**src/rtl/mic1_mem_pkg.sv**
```systemverilog
// mic1_mem_pkg: shared widths and request records for the MIC-1 memory initiator.
package mic1_mem_pkg;
   localparam int WORD_W = 32;
   localparam int BYTE_W = 8;
   typedef struct packed {
      logic              rd;
      logic              wr;
      logic [WORD_W-1:0] addr;
      logic [WORD_W-1:0] wdata;
   } mem_req_a_t;
   typedef struct packed {
      logic              fetch;
      logic [WORD_W-1:0] addr;
   } mem_req_b_t;
endpackage

```
**src/rtl/mem_interface_ctrl_if.sv**
```systemverilog
// mem_interface_ctrl_if: dual-port main-memory bus (port A word R/W, port B byte fetch).
interface mem_interface_ctrl_if;
   import mic1_mem_pkg::*;
   logic              wen_A;
   logic              ren_A;
   logic [WORD_W-1:0] addr_A;
   logic [WORD_W-1:0] wdata_A;
   logic [WORD_W-1:0] rdata_A;
   logic              ren_B;
   logic [WORD_W-1:0] addr_B;
   logic [BYTE_W-1:0] rdata_B;
   modport master (output wen_A, ren_A, addr_A, wdata_A, ren_B, addr_B, input rdata_A, rdata_B);
   modport slave  (input wen_A, ren_A, addr_A, wdata_A, ren_B, addr_B, output rdata_A, rdata_B);
endinterface

```
**src/rtl/mem_interface_ctrl.sv**
```systemverilog
// mem_interface_ctrl: MIC-1 datapath memory initiator owning MAR/MDR/PC/MBR, issuing
// registered port-A/port-B requests with data usable two cycles after the strobe.
module mem_interface_ctrl
   import mic1_mem_pkg::*;
#(
   parameter int MEM_WORDS = 512
) (
   input  logic              clk,
   input  logic              rst,
   input  logic              mar_we,
   input  logic [WORD_W-1:0] mar_in,
   input  logic              mdr_we,
   input  logic [WORD_W-1:0] mdr_in,
   input  logic              pc_we,
   input  logic [WORD_W-1:0] pc_in,
   input  logic              rd,
   input  logic              wr,
   input  logic              fetch,
   output logic [WORD_W-1:0] mar,
   output logic [WORD_W-1:0] mdr,
   output logic [WORD_W-1:0] pc,
   output logic [WORD_W-1:0] mbru,
   output logic [WORD_W-1:0] mbrs,
   output logic              rd_busy,
   output logic              fetch_busy,
   output logic              proto_err,
   output logic              addr_err,
   mem_interface_ctrl_if.master mem
);
   logic [WORD_W-1:0] mar_q, mar_d, mdr_q, mdr_d, pc_q, pc_d, mdr_fwd;
   logic [BYTE_W-1:0] mbr_q, mbr_d;
   mem_req_a_t        req_a_q, req_a_d;
   mem_req_b_t        req_b_q, req_b_d;
   logic              proto_err_q, proto_err_d, addr_err_q, addr_err_d, addr_ok;
   // Requests see same-cycle register loads; a landing read overrides a CPU MDR load.
   always_comb begin
      mar_d       = mar_we ? mar_in : mar_q;
      pc_d        = pc_we ? pc_in : pc_q;
      mdr_fwd     = mdr_we ? mdr_in : mdr_q;
      addr_ok     = mar_d < WORD_W'(MEM_WORDS);
      req_a_d     = '{rd: rd & ~wr & addr_ok, wr: wr & addr_ok, addr: mar_d, wdata: mdr_fwd};
      req_b_d     = '{fetch: fetch, addr: pc_d};
      mdr_d       = req_a_q.rd ? mem.rdata_A : mdr_fwd;
      mbr_d       = req_b_q.fetch ? mem.rdata_B : mbr_q;
      proto_err_d = (rd & wr) | (mdr_we & req_a_q.rd);
      addr_err_d  = (rd | wr) & ~addr_ok;
   end
   always_ff @(posedge clk) begin
      if (rst) begin
         mar_q       <= '0;
         mdr_q       <= '0;
         pc_q        <= '0;
         mbr_q       <= '0;
         req_a_q     <= '0;
         req_b_q     <= '0;
         proto_err_q <= 1'b0;
         addr_err_q  <= 1'b0;
      end else begin
         mar_q       <= mar_d;
         mdr_q       <= mdr_d;
         pc_q        <= pc_d;
         mbr_q       <= mbr_d;
         req_a_q     <= req_a_d;
         req_b_q     <= req_b_d;
         proto_err_q <= proto_err_d;
         addr_err_q  <= addr_err_d;
      end
   end
   assign mar         = mar_q;
   assign mdr         = mdr_q;
   assign pc          = pc_q;
   assign mbru        = {{(WORD_W-BYTE_W){1'b0}}, mbr_q};
   assign mbrs        = {{(WORD_W-BYTE_W){mbr_q[BYTE_W-1]}}, mbr_q};
   assign rd_busy     = req_a_q.rd & ~rst;
   assign fetch_busy  = req_b_q.fetch & ~rst;
   assign proto_err   = proto_err_q;
   assign addr_err    = addr_err_q;
   assign mem.wen_A   = req_a_q.wr & ~rst;
   assign mem.ren_A   = req_a_q.rd & ~rst;
   assign mem.addr_A  = req_a_q.addr;
   assign mem.wdata_A = req_a_q.wdata;
   assign mem.ren_B   = req_b_q.fetch & ~rst;
   assign mem.addr_B  = req_b_q.addr;
endmodule

```
**src/flat_wrapper.sv**
```systemverilog
// flat-port wrapper written by rule: the top's interface ports become plain ports
module mem_interface_ctrl_flat import mic1_mem_pkg::*;
#(
   parameter int MEM_WORDS = 512
)
  (clk, rst, mar_we, mar_in, mdr_we, mdr_in, pc_we, pc_in, rd, wr, fetch, mar, mdr, pc, mbru, mbrs, rd_busy, fetch_busy, proto_err, addr_err, mem_wen_A, mem_ren_A, mem_addr_A, mem_wdata_A, mem_ren_B, mem_addr_B, mem_rdata_A, mem_rdata_B);
  mem_interface_ctrl_if mem_i ();
  input  logic clk;
  input  logic rst;
  input  logic mar_we;
  input  logic [WORD_W-1:0] mar_in;
  input  logic mdr_we;
  input  logic [WORD_W-1:0] mdr_in;
  input  logic pc_we;
  input  logic [WORD_W-1:0] pc_in;
  input  logic rd;
  input  logic wr;
  input  logic fetch;
  output logic [WORD_W-1:0] mar;
  output logic [WORD_W-1:0] mdr;
  output logic [WORD_W-1:0] pc;
  output logic [WORD_W-1:0] mbru;
  output logic [WORD_W-1:0] mbrs;
  output logic rd_busy;
  output logic fetch_busy;
  output logic proto_err;
  output logic addr_err;
  output wire logic [$bits(mem_i.wen_A)-1:0] mem_wen_A;
  output wire logic [$bits(mem_i.ren_A)-1:0] mem_ren_A;
  output wire logic [$bits(mem_i.addr_A)-1:0] mem_addr_A;
  output wire logic [$bits(mem_i.wdata_A)-1:0] mem_wdata_A;
  output wire logic [$bits(mem_i.ren_B)-1:0] mem_ren_B;
  output wire logic [$bits(mem_i.addr_B)-1:0] mem_addr_B;
  input wire logic [$bits(mem_i.rdata_A)-1:0] mem_rdata_A;
  input wire logic [$bits(mem_i.rdata_B)-1:0] mem_rdata_B;
  assign mem_wen_A = mem_i.wen_A;
  assign mem_ren_A = mem_i.ren_A;
  assign mem_addr_A = mem_i.addr_A;
  assign mem_wdata_A = mem_i.wdata_A;
  assign mem_ren_B = mem_i.ren_B;
  assign mem_addr_B = mem_i.addr_B;
  assign mem_i.rdata_A = mem_rdata_A;
  assign mem_i.rdata_B = mem_rdata_B;
  mem_interface_ctrl #(.MEM_WORDS(MEM_WORDS)) u_core (.clk(clk), .rst(rst), .mar_we(mar_we), .mar_in(mar_in), .mdr_we(mdr_we), .mdr_in(mdr_in), .pc_we(pc_we), .pc_in(pc_in), .rd(rd), .wr(wr), .fetch(fetch), .mar(mar), .mdr(mdr), .pc(pc), .mbru(mbru), .mbrs(mbrs), .rd_busy(rd_busy), .fetch_busy(fetch_busy), .proto_err(proto_err), .addr_err(addr_err), .mem(mem_i));
endmodule
```
**config.mk**
```make
export PLATFORM = sky130hd
export DESIGN_NAME = mem_interface_ctrl_flat
export DESIGN_NICKNAME = d
export VERILOG_FILES = /design/src/rtl/mic1_mem_pkg.sv /design/src/rtl/mem_interface_ctrl_if.sv /design/src/rtl/mem_interface_ctrl.sv /design/src/flat_wrapper.sv
export SDC_FILE = /design/constraint.sdc
export NUM_CORES = 1
export LEC_CHECK = 0
export CAP_MARGIN = 25
export CORE_AREA = 2 2 157 159
export CTS_CLUSTER_SIZE = 20
export DETAILED_ROUTE_END_ITERATION = 10
export DIE_AREA = 0 0 159 161
export PLACE_DENSITY_LB_ADDON = 0.3
export SLEW_MARGIN = 40
export SYNTH_ARGS = -nofsm -noshare
export SYNTH_HDL_FRONTEND = slang
export SYNTH_SLANG_ARGS = --single-unit
```
**constraint.sdc**
```tcl
create_clock -name clk -period 1.7 [get_ports clk]
set_clock_uncertainty 0.1 [all_clocks]
set_input_delay 0.255 -clock clk [delete_from_list [all_inputs] [get_ports clk]]
set_output_delay 0.255 -clock clk [all_outputs]
set_load 0.05 [all_outputs]
```
# Word level (Yosys, flattened, before mapping)

Index checks and enable logic that the tools add are counted.

Flip-flop bits (word level): 141
Input bits: 144
Output and inout port bits: 263

$lt $le $gt $ge: 1
Muxes and demuxes: 3
Bitwise gates (word level): 14

Operators by type and width:

| cell                                                                           | count |
|---|---|
| 32-bit 2-to-1 mux                                                              | 3 |
| 32-bit by 10-bit less-than comparator with 1-bit output, second input constant | 1 |
| 1-bit AND                                                                      | 9 |
| 1-bit inverter                                                                 | 3 |
| 1-bit OR                                                                       | 2 |

# Longest topological paths before layout

Gate-level depths: netlist of the first run.

Depth after elaboration: 4
Mapped depth: 6
Depth with buffers taken out: 4

# Worst setup path before layout of the first run

No wires, ideal clock.

Kind: input port to output port
Start: input rst
End: output mem_ren_B
Arrival time: 1.656 ns
Data required time: 1.345 ns
Slack: -0.311 ns
Stages on the path: 4
Path buffers: 3
Path through: buf_2 buf_2 nor2b_1 buf_4

Word-level cells in the longest chain between the ends: 2

RTL lines:

| element        | RTL line           | text |
|---|---|---|
| from (decl)    | flat_wrapper.sv:9  | `input logic rst;` |
| 1-bit inverter | -                  |  |
| 1-bit AND      | -                  |  |
| to (decl)      | flat_wrapper.sv:32 | `output wire logic [$bits(mem_i.ren_B)-1:0] mem_ren_B;` |

Every way passes these cells.

# Worst setup path after layout of the first run

Start: input mar_in[11]
End: register u_core.addr_err_q, in the netlist u_core.addr_err

Word-level cells in the longest chain between the ends: 4

RTL lines:

| element                                                 | RTL line                 | text |
|---|---|---|
| from (decl)                                             | flat_wrapper.sv:11       | `input logic [WORD_W-1:0] mar_in;` |
| 32-bit 2-to-1 mux                                       | mem_interface_ctrl.sv:37 | `mar_d = mar_we ? mar_in : mar_q;` |
| 32-bit by 10-bit less-than comparator with 1-bit output | mem_interface_ctrl.sv:40 | `addr_ok = mar_d < WORD_W'(MEM_WORDS);` |
| 1-bit inverter                                          | mem_interface_ctrl.sv:46 | `addr_err_d = (rd \| wr) & ~addr_ok;` |
| 1-bit AND                                               | mem_interface_ctrl.sv:46 |  |
| to (signal assigned)                                    | mem_interface_ctrl.sv:66 | `addr_err_q <= addr_err_d;` |
| to (decl)                                               | mem_interface_ctrl.sv:34 | `logic proto_err_q, proto_err_d, addr_err_q, addr_err_d, addr_ok;` |

Every way passes these cells.
A chain may end at the register's enable or synchronous reset.

==> results.py, run 1 <==
metrics = {
    "place": {
        "dp.cells": 1222,
        "port_buffers": 382,
        "hpwl_um": 14400,
        "place_congestion": 0.766,
    },
    "floorplan": {
        "placement_rows": 57,
        "dieArea_um2": 25600,
        "io_pins": 407,
        "fp.dieH_um": 161,
        "initial_core_util": 0.279,
        "core_area_um2": 24000,
        "die_x_um": 159,
    },
    "pwr": {
        "cellLeakagePower_uw": 0.00466,
        "p_clk_frac": 0.362,
        "peakVddDrop_mv": 0.474,
        "netSwitchingPower_uw": 3370,
        "powerDensity_nw_per_um2": 1020,
        "netSwitchingFraction": 0.342,
        "intPower_uw": 6500,
        "pwr-share-comb": 0.269,
        "power_frac_seq": 0.369,
    },
    "timing": {
        "hold_viol": 0,
        "timing.final.crit_share": 0.952,
        "clock.fmax_ghz": 0.618,
        "rsz0062_at_grt": "false",
        "finalSetupViolCount": 0,
        "final-max-slew-violation-count": 0,
        "tns_ns": 0,
        "fin_crit_ns": 1.62,
    },
    "detailed_routing": {
        "first_pass_iters": 5,
        "vias": 4939,
        "postRouteAntennaNets": 0,
        "drt_wl_total_um": 18900,
        "viasPerCell": 3.94,
        "drc": 0,
        "wl_per_cell_um": 15.1,
        "drtIter0Drc": 211,
    },
    "layout": {
        "diodes": 0,
        "drive_above_1_share": 0.327,
        "num-nets-final": 1061,
        "area.growth.synth_to_final_pct": 45.2,
        "instances_no_fill": 1254,
    },
    "setup_path": {
        "critPathSlowestCell": "nor4_1",
        "worstPathArrival_ns": 1.82,
        "cp.required_ns": 1.90,
        "path_class": "primary input to register",
        "setup.worst_path.end_class": "register",
        "crit_path_start_kind": "primary input",
        "slowest_delay_ns": 0.45,
        "cp_cell_sequence": "clkdlybuf4s50_1 > nor4_1 > nand4_1 > mux2_4 > o221a_1",
        "cp_max_fo": 3,
    },
    "hold_path": {
        "hold_path_class": "primary input to register",
    },
    "yosys": {
        "synth_cells": 725,
        "avgSynthCellArea_um2": 9.23,
        "synth_enable_flop_cells": 0,
        "synth-async-reset-ratio": 0,
        "yosysMostFrequentCell": "buf_4",
        "yosysSeqAreaShare": 0.422,
        "ys_top_cells_by_count": "buf_4 (218), dfxtp_1 (141), nor2_1 (138), mux2i_1 (104)",
        "ys_ff_latch": 141,
        "ys_types": 21,
        "netlist.area_leader.share": 0.422,
        "synth.area.top_cells": "dfxtp_1 (42%), buf_4 (24%), mux2i_1 (16%), nor2_1 (7.7%), a21oi_1 (2.5%)",
        "ys_warn_count": 0,
        "synth_top_flop_cell": "dfxtp_1",
        "yosysTopAreaCell": "dfxtp_1",
        "mappedNetlistArea_um2": 6700,
    },
    "clock_network": {
        "cts_tree": "yes",
        "clock_sinks": 141,
        "post_cts_buffers": 0,
        "ctsHoldBuffers": 0,
        "clock_latency_ns": 0.41,
        "cts_max_level": 4,
        "cts.path.max_buffers": 2,
        "cts_root_buf": "clkbuf_16",
        "cts_buffers": 17,
        "post_cts_resized": 0,
        "cts.clk_slew.worst_paths_ns": 0.06,
    },
    "outcome": {
        "status": "completed",
    },
    "global_route": {
        "grt_start_max_net_pins": 39,
        "grt_pass1_wl_um": 27800,
        "grt_overflow_total": 0,
        "grt_usage": 0.140,
        "grt_pass1_vias": 4829,
        "antenna_found_initial": 0,
    },
    "flow_run": {
        "maxCapViolations": 0,
    },
}
logic make-up (layout without fill, tap and decap cells):
logic type | after synthesis | in the layout | synth area share
buf+inv | 284 | 466 | 0.289
simple gates | 159 | 159 | 0.104
flops | 141 | 141 | 0.422
mux | 105 | 105 | 0.158
compound gates | 35 | 35 | 0.0275
other cells | 1 | 24 | 0.000560
power groups by stage:
stage	registers, µW	logic [µW]	clock network (µW)
6_report	3640	2650	3570
5_1_grt	3670	2760	3860
4_1_cts	3650	2670	3700
3_5_place_dp	3720	2670	0
3_3_place_gp	3720	2660	0
2_1_floorplan	3870	1850	0
sequential cells by signal, indices dropped and copies added (netlist names):
name,flops
u_core.mdr,32
u_core.req_a_q,2
u_core.proto_err,1
u_core.addr_err,1
u_core.mem.wdata_A,32
u_core.mar,32
u_core.pc,32
u_core.mbr_q,8
u_core.req_b_q,1
worst paths after layout:
check | start | to | slack (ns) | depth (start not counted)
max | mar_in[11] | u_core.addr_err | 0.08 | 5
min | rst | u_core.mem.wdata_A[1] | 0.06 | 2
max reg2reg | u_core.mar[10] | u_core.addr_err | 0.16 | 4
min reg2reg | u_core.pc[22] | u_core.pc[22] | 0.42 | 2
final cells by class:
cell class | count | area [µm²]
timing repair buffer | 401 | 3760
multi-input combinational | 323 | 2040
sequential | 141 | 2820
fill | 2385 | 14200
tap | 324 | 405
clock inverter | 14 | 135
inverter | 33 | 124
clock buffer | 18 | 429
layer usage:
metal,share of wire,up-vias,GRT usage
met5,0,-,0
met4,0.012,0,0.0413
met3,0.068,13,0.0434
met2,0.50,205,0.242
met1,0.42,2264,0.166
li1,-,2457,-
metrics by stage:
stage / utilization / worst slack [ns] / total power [µW] / area, µm² / hold WS, ns
after floorplan: - / -0.00581 / 5720 / 6790 / 0.283
after global placement: 0.382 / -0.369 / 6380 / 9150 / 0.402
after detailed placement: 0.382 / -0.351 / 6390 / 9150 / 0.414
after CTS: 0.405 / 0.0794 / 10000 / 9710 / 0.0501
after global routing: 0.406 / 0.00184 / 10300 / 9720 / 0.0559
final: 0.406 / 0.0818 / 9870 / 9720 / 0.0584
placed cells by master (no fill, tap or decap):
cell | netlist | layout
a21oi_1 | 33 | 33
a22oi_1 | 1 | 1
and4b_1 | 1 | 1
buf_12 | 0 | 33
buf_2 | 17 | 3
buf_4 | 218 | 226
bufinv_16 | 0 | 1
clkbuf_1 | 7 | 1
clkbuf_16 | 0 | 17
clkdlybuf4s50_1 | 0 | 139
clkinv_2 | 0 | 2
clkinv_4 | 0 | 4
clkinvlp_4 | 0 | 3
conb_1 | 1 | 24
dfxtp_1 | 141 | 140
dfxtp_2 | 0 | 1
inv_1 | 33 | 33
inv_6 | 0 | 3
inv_8 | 0 | 1
mux2_4 | 1 | 1
mux2i_1 | 104 | 104
nand2b_1 | 1 | 1
nand4_1 | 2 | 2
nor2_1 | 138 | 138
nor2b_1 | 4 | 2
nor2b_2 | 0 | 1
nor2b_4 | 0 | 1
nor4_1 | 7 | 6
nor4_2 | 5 | 6
nor4b_2 | 1 | 1
o221a_1 | 1 | 1
worst max-delay path: cells and delay by family:
kind,cells,cell delay (ns)
simple gates,2,0.61
compound gates,1,0.20
buf+inv,1,0.43
mux,1,0.31
No activity file was read; power rests on OpenSTA's default activity.
==> run 2: changes to the inputs <==
--- a/config.mk
+++ b/config.mk
@@ -6,10 +6,10 @@
 export NUM_CORES = 1
 export LEC_CHECK = 0
 export CAP_MARGIN = 25
-export CORE_AREA = 2 2 157 159
+export CORE_AREA = 2 2 156 158
 export CTS_CLUSTER_SIZE = 20
 export DETAILED_ROUTE_END_ITERATION = 10
-export DIE_AREA = 0 0 159 161
+export DIE_AREA = 0 0 158 160
 export PLACE_DENSITY_LB_ADDON = 0.3
 export SLEW_MARGIN = 40
 export SYNTH_ARGS = -nofsm -noshare
==> constraint.sdc (replaced) <==
create_clock -name clk -period 2 [get_ports clk]
set_clock_uncertainty 0.1 [all_clocks]
set_input_delay 0.3 -clock clk [delete_from_list [all_inputs] [get_ports clk]]
set_output_delay 0.3 -clock clk [all_outputs]
set_load 0.05 [all_outputs]
==> run 2 against run 1 <==
Sequential cell count unchanged. Sequential share of layout area decreased by 1.2 points. Sequential power decreased by 15%. Clock-buffer cell count decreased by 1. Utilization increased by 2.1 points.
==> results.py, run 2 (synthesis gave the netlist of run 1 again) <==
metrics = {
    "hold_path": {
        "hold_path_class": "primary input to register",
        "holdPathStages": 3,
    },
    "detailed_routing": {
        "drtIter0Drc": 205,
        "postRouteAntennaNets": 0,
        "first_pass_iters": 4,
        "drc": 0,
        "vias": 4987,
        "drt_wl_total_um": 19700,
        "viasPerCell": 3.98,
        "wl_per_cell_um": 15.7,
    },
    "clock_network": {
        "clock_latency_ns": 0.41,
        "cts.clk_slew.worst_paths_ns": 0.07,
        "ctsHoldBuffers": 0,
        "cts.path.max_buffers": 2,
        "cts_root_buf": "clkbuf_16",
        "clock_sinks": 141,
        "cts_max_level": 4,
        "post_cts_buffers": 0,
        "cts_buffers": 17,
        "cts_tree": "yes",
    },
    "pwr": {
        "pwr-share-comb": 0.257,
        "p_clk_frac": 0.387,
        "netSwitchingFraction": 0.335,
        "powerDensity_nw_per_um2": 854,
        "peakVddDrop_mv": 0.436,
        "cellLeakagePower_uw": 0.00532,
        "power_frac_seq": 0.356,
        "netSwitchingPower_uw": 2900,
        "intPower_uw": 5770,
    },
    "layout": {
        "area.growth.synth_to_final_pct": 51.7,
        "register_area_um2": 2820,
        "multiInputGateArea_um2": 2040,
        "num-nets-final": 1057,
        "num-fill-cells": 2418,
        "layout_common_cells": "clkdlybuf4s50_1 (171), dfxtp_1 (140), nor2_1 (138), dlygate4sd2_1 (114), mux2i_1 (104)",
        "fin_area_um2": 10200,
        "instances_no_fill": 1252,
        "drive_above_1_share": 0.130,
        "final_common_cell": "clkdlybuf4s50_1",
    },
    "floorplan": {
        "fp.dieH_um": 160,
        "placement_rows": 57,
        "io_pins": 407,
        "die_x_um": 158,
        "dieArea_um2": 25300,
        "initial_core_util": 0.281,
        "core_area_um2": 23800,
    },
    "timing": {
        "timing.slew.headroom": 0.593,
        "hold_slack_ns": 0.267,
        "setup_slack_ns": 0.0423,
        "hold_viol": 0,
        "rsz0062_at_grt": "false",
        "tns_ns": 0,
        "timing.final.crit_share": 0.979,
        "final-max-slew-violation-count": 0,
        "clock.fmax_ghz": 0.511,
        "tightestPinTransition_ns": 0.608,
        "fin_crit_ns": 1.96,
        "finalSetupViolCount": 0,
    },
    "global_route": {
        "grt_start_max_net_pins": 65,
        "grt_pass1_wl_um": 28800,
        "grt_usage": 0.151,
        "grt_pass1_vias": 4863,
        "antenna_found_initial": 1,
        "grt_overflow_total": 0,
    },
    "place": {
        "dpl_cell_area_um2": 9580,
        "place_congestion": 0.752,
        "port_buffers": 382,
        "dp_slack_ns": -0.133,
        "dp.cells": 1217,
        "hpwl_um": 14700,
    },
    "setup_path": {
        "crit_family": "buffers and inverters",
        "worstPathArrival_ns": 1.56,
        "setup.worst_path.end_class": "primary output",
        "slowest_delay_ns": 0.84,
        "path_class": "register to primary output",
        "cp_max_fo": 1,
        "cp.required_ns": 1.60,
        "cp_cell_sequence": "clkdlybuf4s50_1",
        "critPathSlowestCell": "clkdlybuf4s50_1",
        "reg2reg_depth": 4,
        "crit_path_start_kind": "register",
        "cp.buffers_inverters": 1,
        "cp.depth": 1,
    },
    "outcome": {
        "status": "completed",
    },
    "flow_run": {
        "maxCapViolations": 0,
    },
}
-- run 2: power groups by stage --
stage                     sequential, µW  combinational, µW  clock, µW
after CTS                           3090               2250       3450
after detailed placement            3160               2340          0
after global placement              3160               2330          0
final                               3090               2230       3360
after global routing                3110               2330       3590
after floorplan                     3290               1570          0
-- run 2: per-stage QoR --
| stage | power (µW) | utilization |
|---|---|---|
| after detailed placement | 5500 | 0.402 |
| after CTS | 8800 | 0.423 |
| final | 8670 | 0.426 |
| after global placement | 5490 | 0.402 |
| after floorplan | 4860 | - |
| after global routing | 9030 | 0.426 |
-- run 2: worst min-delay path: stages --
cell	delay (ns)
buf_2	0.21
mux2i_1	0.15
nor2_1	0.07
-- run 2: cell type report --
class,count,share of cell area
diodes,2,0.000493
inverters,33,0.0122
multi-input cells,324,0.201
well taps,324,0.0399
flip-flops and latches,141,0.278
clock inverters,15,0.0195
repair buffers,396,0.407
clock buffers,17,0.0419
-- run 2: final timing paths --
| path | from | slack (ns) | to |
|---|---|---|---|
| hold reg to reg | u_core.pc[20] | 0.41 | u_core.pc[20] |
| setup reg to reg | u_core.mar[10] | 0.50 | u_core.addr_err |
| setup / recovery | u_core.mem.wdata_A[24] | 0.04 | mem_wdata_A[24] |
| hold / removal | mar_we | 0.27 | u_core.mar[14] |
-- run 2: what timing repair did --
item,CTS,global route
gates cloned,1,0
setup endpoints to repair,119,34
gates resized for setup,114,34
-- run 2: per-layer routing --
layer | wire length, µm | GRT usage
met5 | 0 | 0
met4 | 329 | 0.0541
met3 | 1660 | 0.0502
met2 | 9710 | 0.260
met1 | 7960 | 0.173
